<file path="config.mk">
export PLATFORM = sky130hd
export DESIGN_NAME = uart_csr_mm
export DESIGN_NICKNAME = d
export VERILOG_FILES = /design/src/rtl/uart_csr_pkg.sv /design/src/rtl/uart_tx_hold.sv /design/src/rtl/uart_csr_mm.sv
export SDC_FILE = /design/constraint.sdc
export NUM_CORES = 1
export LEC_CHECK = 0
export BUFFER_PORTS_ARGS = -buffer_cell sky130_fd_sc_hd__buf_4
export CAP_MARGIN = 20
export CORE_MARGIN = 3
export CORE_UTILIZATION = 58
export CTS_CLUSTER_SIZE = 16
export DETAILED_ROUTE_END_ITERATION = 10
export HOLD_SLACK_MARGIN = 0.02
export PLACE_DENSITY = 0.86
export SYNTH_ARGS = -nofsm -noshare
export SYNTH_HDL_FRONTEND = slang
export SYNTH_SLANG_ARGS = --single-unit
</file>
<file path="constraint.sdc">
create_clock -name clk_i -period 1.75 [get_ports clk_i]
set_input_delay 0.35 -clock clk_i [delete_from_list [all_inputs] [get_ports clk_i]]
set_output_delay 0.35 -clock clk_i [all_outputs]
set_load 0.1 [all_outputs]
</file>
<file path="src/rtl/uart_csr_pkg.sv">
// Shared address map, STATUS/CTRL bit positions and status layout for uart_csr_mm.
// Latency: n/a (constants and types only).
// Backpressure: n/a.
package uart_csr_pkg;

    // Word addresses of the mapped registers; scratch runs from ADDR_SCRATCH0 to NUM_REGS-1
    localparam int ADDR_TXDATA   = 0;
    localparam int ADDR_STATUS   = 1;
    localparam int ADDR_RXDATA   = 2;
    localparam int ADDR_CTRL     = 3;
    localparam int ADDR_SCRATCH0 = 4;

    // STATUS bit positions
    localparam int ST_TX_BUSY    = 0;
    localparam int ST_RX_AVAIL   = 1;
    localparam int ST_RX_OVERRUN = 2;

    // CTRL bit positions
    localparam int CTRL_IE_RX    = 0;
    localparam int CTRL_IE_TX    = 1;

    // Packed so that the member order maps straight onto STATUS[2:0]
    typedef struct packed {
        logic rx_overrun;
        logic rx_avail;
        logic tx_busy;
    } status_t;

endpackage

</file>
<file path="src/rtl/uart_tx_hold.sv">
// One-entry TX holding register between the CSR write port and the UART TX datapath.
// Latency: load at edge N presents valid_o/data_o after edge N.
// Backpressure: accept_o low while full and the consumer is not taking the byte this cycle.
module uart_tx_hold
    import uart_csr_pkg::*;
#(
    parameter int DATA_W = 8
) (
    input  logic              clk_i,
    input  logic              arst_n_i,
    input  logic              load_i,
    input  logic [DATA_W-1:0] load_data_i,
    output logic              accept_o,
    output logic              full_o,
    output logic [DATA_W-1:0] data_o,
    output logic              valid_o,
    input  logic              ready_i
);

    logic [DATA_W-1:0] data_q;
    logic              valid_q;

    // A new byte can replace the held one in the same cycle the consumer takes it
    assign accept_o = ~valid_q | ready_i;
    assign full_o   = valid_q;
    assign data_o   = data_q;
    assign valid_o  = valid_q;

    // Load wins over drain; otherwise drop valid once the consumer accepts
    always_ff @(posedge clk_i or negedge arst_n_i) begin
        if (!arst_n_i) begin
            data_q  <= '0;
            valid_q <= 1'b0;
        end else if (load_i) begin
            data_q  <= load_data_i;
            valid_q <= 1'b1;
        end else if (ready_i) begin
            valid_q <= 1'b0;
        end
    end

endmodule

</file>
<file path="src/rtl/uart_csr_mm.sv">
// Avalon-MM CSR bank for the UART: TX holding reg, RX capture with sticky overrun, STATUS, CTRL, scratch, irq.
// Latency: reads return one cycle after acceptance with readdatavalid; irq_o lags its cause by one cycle.
// Backpressure: waitrequest only for a TXDATA write while the holding reg is full with no handshake; UART_CSR_IRQ_EN enables irq_o.
module uart_csr_mm
    import uart_csr_pkg::*;
#(
    parameter int DATA_W   = 8,
    parameter int NUM_REGS = 10,
    parameter int ADDR_W   = 4
) (
    input  logic              clk_i,
    input  logic              arst_n_i,
    input  logic [ADDR_W-1:0] avs_address_i,
    input  logic              avs_read_i,
    input  logic              avs_write_i,
    input  logic [DATA_W-1:0] avs_writedata_i,
    output logic              avs_waitrequest_o,
    output logic [DATA_W-1:0] avs_readdata_o,
    output logic              avs_readdatavalid_o,
    output logic [DATA_W-1:0] tx_data_o,
    output logic              tx_valid_o,
    input  logic              tx_ready_i,
    input  logic [DATA_W-1:0] rx_data_i,
    input  logic              rx_valid_i,
    output logic              irq_o
);

    // Scratch storage is sized to at least one entry so NUM_REGS == 4 still elaborates
    localparam int NUM_SCR = (NUM_REGS > ADDR_SCRATCH0) ? NUM_REGS - ADDR_SCRATCH0 : 1;

    logic              sel_tx, sel_st, sel_rx, sel_ctrl;
    logic              wr_acc, rd_acc, tx_load, tx_accept, tx_full;
    logic              rx_rd_clr, ovr_set, ovr_clr;
    logic              rx_avail_q, rx_ovr_q;
    logic [DATA_W-1:0] rx_data_q, ctrl_q, rd_data_c, rdata_q;
    logic              rvalid_q;
    logic [DATA_W-1:0] scratch_q [NUM_SCR];
    status_t           status_c;

    assign sel_tx   = (avs_address_i == ADDR_W'(ADDR_TXDATA));
    assign sel_st   = (avs_address_i == ADDR_W'(ADDR_STATUS));
    assign sel_rx   = (avs_address_i == ADDR_W'(ADDR_RXDATA));
    assign sel_ctrl = (avs_address_i == ADDR_W'(ADDR_CTRL));

    // Only a TXDATA write into a full holding register with no drain this cycle stalls
    assign avs_waitrequest_o = avs_write_i & sel_tx & ~tx_accept;
    assign wr_acc  = avs_write_i & ~avs_waitrequest_o;
    // A simultaneous write takes the slot; the read is silently dropped
    assign rd_acc  = avs_read_i & ~avs_write_i;
    assign tx_load = wr_acc & sel_tx;

    assign rx_rd_clr = rd_acc & sel_rx;
    assign ovr_set   = rx_valid_i & rx_avail_q & ~rx_rd_clr;
    assign ovr_clr   = wr_acc & sel_st & avs_writedata_i[ST_RX_OVERRUN];

    assign status_c.tx_busy    = tx_full;
    assign status_c.rx_avail   = rx_avail_q;
    assign status_c.rx_overrun = rx_ovr_q;

    uart_tx_hold #(.DATA_W(DATA_W)) u_tx_hold (
        .clk_i       (clk_i),
        .arst_n_i    (arst_n_i),
        .load_i      (tx_load),
        .load_data_i (avs_writedata_i),
        .accept_o    (tx_accept),
        .full_o      (tx_full),
        .data_o      (tx_data_o),
        .valid_o     (tx_valid_o),
        .ready_i     (tx_ready_i)
    );

    // RX capture: a new byte always lands; an unread byte being overwritten marks overrun (set beats W1C)
    always_ff @(posedge clk_i or negedge arst_n_i) begin
        if (!arst_n_i) begin
            rx_data_q  <= '0;
            rx_avail_q <= 1'b0;
            rx_ovr_q   <= 1'b0;
        end else begin
            if (rx_valid_i) begin
                rx_data_q  <= rx_data_i;
                rx_avail_q <= 1'b1;
            end else if (rx_rd_clr) begin
                rx_avail_q <= 1'b0;
            end
            rx_ovr_q <= ovr_set | (rx_ovr_q & ~ovr_clr);
        end
    end

    // CTRL and scratch writes
    always_ff @(posedge clk_i or negedge arst_n_i) begin
        if (!arst_n_i) begin
            ctrl_q <= '0;
            for (int i = 0; i < NUM_SCR; i++) scratch_q[i] <= '0;
        end else if (wr_acc) begin
            if (sel_ctrl) ctrl_q <= avs_writedata_i;
            for (int i = 0; i < NUM_REGS - ADDR_SCRATCH0; i++) begin
                if (avs_address_i == ADDR_W'(ADDR_SCRATCH0 + i)) scratch_q[i] <= avs_writedata_i;
            end
        end
    end

    // Read mux; unmapped and write-only addresses read as zero
    always_comb begin
        rd_data_c = '0;
        if (sel_st)   rd_data_c = DATA_W'(status_c);
        if (sel_rx)   rd_data_c = rx_data_q;
        if (sel_ctrl) rd_data_c = ctrl_q;
        for (int i = 0; i < NUM_REGS - ADDR_SCRATCH0; i++) begin
            if (avs_address_i == ADDR_W'(ADDR_SCRATCH0 + i)) rd_data_c = scratch_q[i];
        end
    end

    // Fixed one-cycle read response
    always_ff @(posedge clk_i or negedge arst_n_i) begin
        if (!arst_n_i) begin
            rdata_q  <= '0;
            rvalid_q <= 1'b0;
        end else begin
            rvalid_q <= rd_acc;
            if (rd_acc) rdata_q <= rd_data_c;
        end
    end

    assign avs_readdata_o      = rdata_q;
    assign avs_readdatavalid_o = rvalid_q;

`ifdef UART_CSR_IRQ_EN
    logic irq_q;

    // Level interrupt registered from current state and enables
    always_ff @(posedge clk_i or negedge arst_n_i) begin
        if (!arst_n_i) irq_q <= 1'b0;
        else           irq_q <= (rx_avail_q & ctrl_q[CTRL_IE_RX]) | (~tx_full & ctrl_q[CTRL_IE_TX]);
    end

    assign irq_o = irq_q;
`else
    assign irq_o = 1'b0;
`endif

endmodule
</file>
; Word level (Yosys, flattened, before mapping)
; Cells that the tools add are included.
[classes]
n_eq_ne = 9
mux = 13
bitwise = 19
reduce_logical = 10
[op_table]
columns = operator, n
row1 = 8-bit two-way mux, 8
row2 = "4-bit by 3-bit == test with 1-bit output, second input constant", 4
row3 = 2-bit AND reduction, 7
row4 = 1-bit AND, 11
row5 = "4-bit by 2-bit == test with 1-bit output, second input constant", 2
row6 = "4-bit == test, second input constant", 2
row7 = 1-bit NOT, 6
row8 = "4-bit by 1-bit == test with 1-bit output, second input constant", 1
row9 = 4-bit zero test, 1
row10 = 1-bit two-way mux, 4
row11 = 2-bit nonzero test, 2
row12 = 3-bit two-way mux, 1
row13 = 1-bit OR, 2
[word_totals]
ff_bits = 84
output_inout_bits = 20
word_cells = 65

; Longest topological paths before layout
[depth]
word_depth = 11
mapped_depth = 7

; Hierarchy
; A second synthesis with hierarchy kept.
[unflattened]
hier_cells = 294
hier_area_um2 = 3928.8
[by_module_without_submodules]
columns = module, instances, cells_per_inst, area_each_um2, seq_area_each_um2
row1 = uart_csr_mm, 1, 273, 3552.2, 1876.8
row2 = uart_tx_hold, 1, 21, 376.6, 225.2

; Least setup slack after synthesis
; OpenSTA, ideal clock, no wires.
[synth_path]
path_type = reg-to-output
startpoint = register u_tx_hold.valid_q, in the netlist u_tx_hold.full_o
endpoint = output avs_waitrequest_o
arrival_time_ns = 2.395
required_time_ns = 1.400
slack_ns = -0.995
stages_incl_launch_ff = 3
cell_sequence = dfrtp_1 nand2b_1 nor2_1
[synth_via]
elab_chain_len = 4
[synth_rtl]
columns = element, line_no
row1 = from (decl), uart_tx_hold.sv:21  ; logic valid_q;
row2 = from (signal assigned), uart_tx_hold.sv:33  ; valid_q <= 1'b0;
row3 = from (signal assigned), uart_tx_hold.sv:36  ; valid_q <= 1'b1;
row4 = from (signal assigned), uart_tx_hold.sv:38  ; valid_q <= 1'b0;
row5 = 1-bit NOT, uart_tx_hold.sv:24  ; assign accept_o = ~valid_q | ready_i;
row6 = 1-bit OR, uart_tx_hold.sv:24
row7 = 1-bit NOT, uart_csr_mm.sv:46  ; assign avs_waitrequest_o = avs_write_i & sel_tx & ~tx_accept;
row8 = 1-bit AND, uart_csr_mm.sv:46
row9 = to (decl), uart_csr_mm.sv:17  ; output logic avs_waitrequest_o,
; Every way passes these cells.

; Worst setup path after layout
[layout_path]
startpoint = input avs_address_i[3]
endpoint = output avs_waitrequest_o
[layout_via]
elab_chain_len = 3
[layout_rtl]
columns = element, line_no
row1 = from (decl), uart_csr_mm.sv:13  ; input logic [ADDR_W-1:0] avs_address_i,
row2 = 4-bit zero test, uart_csr_mm.sv:40  ; assign sel_tx = (avs_address_i == ADDR_W'(ADDR_TXDATA));
row3 = 1-bit AND (2 in series), uart_csr_mm.sv:46
; Every way passes these cells.

==> impl_results.rst <==
.. list-table::
   :header-rows: 1

   * - Metric
     - Value
   * - Family with the most delay on the worst path
     - simple AND/OR/NAND/NOR gates
   * - Effective utilization at floorplan
     - 61.1%
   * - Antenna violations before repair
     - 0
   * - DIE WIDTH
     - 88.5 um
   * - First-pass GRT wire length
     - 15100 um
   * - Library cells used by synthesis
     - 41
   * - Final core occ
     - 74.2%
   * - Area of placed instances
     - 4570 um2
   * - Final min period
     - 1.84 ns
   * - Nature of the critical path startpoint
     - input pin
   * - Setup repair after global routing missed its margin
     - yes
   * - Input/output buffers
     - 44
   * - Row count
     - 29
   * - Worst path max stage delay
     - 0.38 ns
   * - Total number of vias
     - 2902
   * - Final RePlAce weighted congestion
     - 0.863
   * - Switch Pwr
     - 1.86 mW
   * - Net count after synthesis
     - 350
   * - Clock latency on the worst-skew pair
     - 0.36 ns
   * - Initial drt markers
     - 204
   * - Nets@finish
     - 416
   * - Pins over their slew limit
     - 0
   * - Vias in the first global route
     - 2929
   * - Total Power
     - 5.41 mW
   * - Area Overhead vs Synth
     - 21.3%
   * - DRC errors left
     - 0
   * - Origin of the worst setup path
     - avs_address_i[3]
   * - Dpl hpwl
     - 6590 um
   * - Power density normalized to cell area
     - 1130 nW/um2
   * - Buffering stage count on the worst path with inverters included
     - 2
   * - Average size of a mapped cell
     - 12.2 um2
   * - Layout cells sized above 1
     - 42.5%
   * - Crit path cell chain
     - buf_6 > or3b_4 > or3_4 > nor2_4 > buf_12
   * - Data arrival time of the critical path
     - 1.49 ns
   * - Hold Crit Class
     - input pin to register
   * - WP data required
     - 1.40 ns
   * - CTS HTree Levels
     - 3
   * - Yosys reg bits
     - 84
   * - Worst Slack Setup Final
     - -0.0868 ns
   * - Clock sink count
     - 84
   * - Share of power burned in combinational logic
     - 27.6%
   * - Fillcell total
     - 441
   * - Hold violation count in the final report
     - 0
   * - Number of enable-type register cells in the synthesized netlist
     - 0
   * - Number of cells produced by synthesis
     - 324
   * - Clock Pin Slew Worst Setup and Hold Paths
     - 0.08 ns
   * - CTS buffer count
     - 9
   * - MaxCap Viol Count
     - 0
   * - Share of the clock period used by the worst path after layout
     - 105%
   * - Die footprint
     - 7830 um2
   * - CTS root buf
     - clkbuf_8
   * - Post-route cell area
     - 4790 um2
   * - Flop pwr share
     - 47.3%
   * - Post-detailed-route count of antenna-violating nets
     - 0
   * - Clk buf depth
     - 2
   * - Yosys warns
     - 0
   * - Clock network fraction of design power
     - 25.1%
   * - Worst-case hold slack
     - 0.207 ns
   * - Most frequently used flop master after synthesis
     - dfrtp_1
   * - Crit. End Element
     - output pin
   * - Largest net degree at the start of global routing
     - 35
   * - Total of endpoints with negative setup slack in the final report
     - 1
   * - Proportion of register bits with asynchronous set or reset after synthesis
     - 100%
   * - Internal Power
     - 3.55 mW
   * - Crit Path Max Fanout
     - 3
   * - Maximum vdd ir drop
     - 0.628 mV
   * - Highest clock frequency the design can meet
     - 544 MHz
   * - TritonCTS clock tree
     - built
   * - Outcome
     - finished, violations left
   * - Hold Startpoint
     - rx_data_i[0]
   * - # diodes
     - 0
   * - Maximum clock skew at final layout
     - 0.00529 ns
   * - Violations in the final reports
     - setup timing
   * - Remaining Overflow, GRT
     - 0
   * - Count of pins on the block boundary
     - 46
   * - Overall routing resource usage
     - 25.7%
   * - Core Box Area
     - 6460 um2
   * - Via-to-Cell Ratio
     - 6.15
   * - Fraction of the yosys area taken by sequential cells
     - 53.2%
   * - Pleak
     - 2.18 nW
   * - Router iterations before antenna repair
     - 4
   * - Setup CP Type
     - input pin to output pin
   * - Wirelength per Cell
     - 19.6 um
   * - Post-synthesis instance area
     - 3950 um2
   * - Total length of routed wires
     - 9270 um
   * - Chip height
     - 88.5 um
   * - Net Sw Frac
     - 34.3%
   * - Startpoint of the lowest-slack register-to-register path
     - rx_data_q[3]$_DFFE_PN0P_
   * - Critical-path cell with the highest stage delay
     - or3b_4
## final timing paths
check                                                 to  slack, ns  cells after the start
setup / recovery                       avs_waitrequest_o      -0.09                      5
hold / removal                  rx_data_q[0]$_DFFE_PN0P_       0.21                      3
setup reg to reg           avs_readdata_o[3]$_DFFE_PN0P_       0.47                      4
hold reg to reg            avs_readdata_o[7]$_DFFE_PN0P_       0.50                      2
max in group asynchronous       rx_data_q[0]$_DFFE_PN0P_       0.76                      3
min in group asynchronous      scratch_q[13]$_DFFE_PN0P_       0.40                      2
## worst reg2reg max path: stages (launching register included)
cell      delay [ns]
dfrtp_1         0.36
nand3b_1        0.08
o211ai_1        0.19
a221oi_1        0.15
o41ai_1         0.38
## layout by cell type, fill, tap and decap left out, drive strengths merged, types with 2 or more instances in the layout
master	instances
dfrtp	84
buf	75
mux2	69
nand2	14
nor3	13
a21oi	13
nor2	12
nand2b	11
clkbuf	10
o21ai	8
o211ai	8
a21o	8
nand3b	7
o41ai	5
nand3	5
o221ai	5
a221oi	5
mux2i	5
nand4b	4
inv	4
nor2b	3
or3b	3
nor3b	3
clkinv	3
o31ai	2
and3	2
a211oi	2
clkinvlp	2
## kinds of logic after synthesis
family	Yosys count	share of synthesized area, %
flip-flops	84	53.2
multiplexers	74	21.7
buffers and inverters	25	2.79
AND/OR/NAND/NOR	79	11.3
other	1	0.0950
AO/OA/AOI/OAI	61	10.9
## flip-flops by register name, summed over array words and instances (netlist names)
register and count:
rx_avail_q 1, ctrl_q 8, u_tx_hold.data_o 8, rx_ovr_q 1
u_tx_hold.full_o 1, rx_data_q 8, avs_readdatavalid_o 1, avs_readdata_o 8
scratch_q 48
## final cells by class
type	instances	area (um2)	share of cell area, %
sequential	84	2100	43.9
multi-input combinational	215	1750	36.6
timing repair buffer	76	631	13.2
inverter	4	15.0	0.313
clock buffer	10	128	2.66
tap	77	96.3	2.01
clock inverter	6	63.8	1.33
## routing by layer
metal | vias up | global-route usage, % | share of wire (%)
met3 | 21 | 4.10 | 4.4
met2 | 80 | 42.4 | 50
met4 | 0 | 10.3 | 2.1
li1 | 1321 | - | -
met1 | 1480 | 34.3 | 44
met5 | - | 0 | 0
## synthesized netlist by cell type, types with 2 or more instances
| master | instances | area [um2] |
|---|---|---|
| a211oi_1 | 2 | 15.0 |
| a21o_1 | 8 | 60.1 |
| a21oi_1 | 13 | 65.1 |
| a221oi_1 | 5 | 43.8 |
| and3_1 | 2 | 12.5 |
| buf_1 | 2 | 7.51 |
| buf_2 | 4 | 20.0 |
| clkbuf_1 | 13 | 48.8 |
| dfrtp_1 | 84 | 2100 |
| inv_1 | 3 | 11.3 |
| mux2_2 | 61 | 687 |
| mux2_4 | 8 | 120 |
| mux2i_1 | 5 | 50.1 |
| nand2_1 | 14 | 52.6 |
| nand2b_1 | 11 | 68.8 |
| nand3_1 | 5 | 25.0 |
| nand3b_1 | 7 | 52.6 |
| nand4b_1 | 4 | 35.0 |
| nor2_1 | 12 | 45.0 |
| nor2b_1 | 3 | 18.8 |
| nor3_1 | 13 | 65.1 |
| nor3b_1 | 2 | 15.0 |
| o211ai_1 | 8 | 60.1 |
| o21ai_0 | 8 | 40.0 |
| o221ai_1 | 5 | 43.8 |
| o31ai_1 | 2 | 15.0 |
| o41ai_1 | 5 | 43.8 |
| or3b_2 | 2 | 17.5 |
## repair_timing
action / CTS / global route
endpoints found under the hold margin: 15 / 0
gates resized for setup: 5 / 0
pin swaps: 0 / 0
cloned: 0 / 0
setup endpoints to repair: 1 / 1
hold buffers: 1 / 0
setup buffers: 0 / 0
## metrics by stage
step / instances / worst slack [ns] / setup TNS (ns)
floorplan: 324 / -0.167 / -0.709
global placement: 455 / -0.216 / -3.43
detailed placement: 455 / -0.236 / -4.39
CTS: 472 / -0.0842 / -0.0842
global route: 472 / -0.117 / -0.117
finish: 472 / -0.0868 / -0.0868
## power by group through the flow
stage	clock, mW	combinational (mW)	sequential (mW)
floorplan	0	0.577	3.06
global placement	0	1.45	2.56
detailed placement	0	1.49	2.59
CTS	1.37	1.50	2.55
global route	1.45	1.58	2.60
finish	1.36	1.49	2.56
Note: power is estimated with default switching activity, not from simulation.
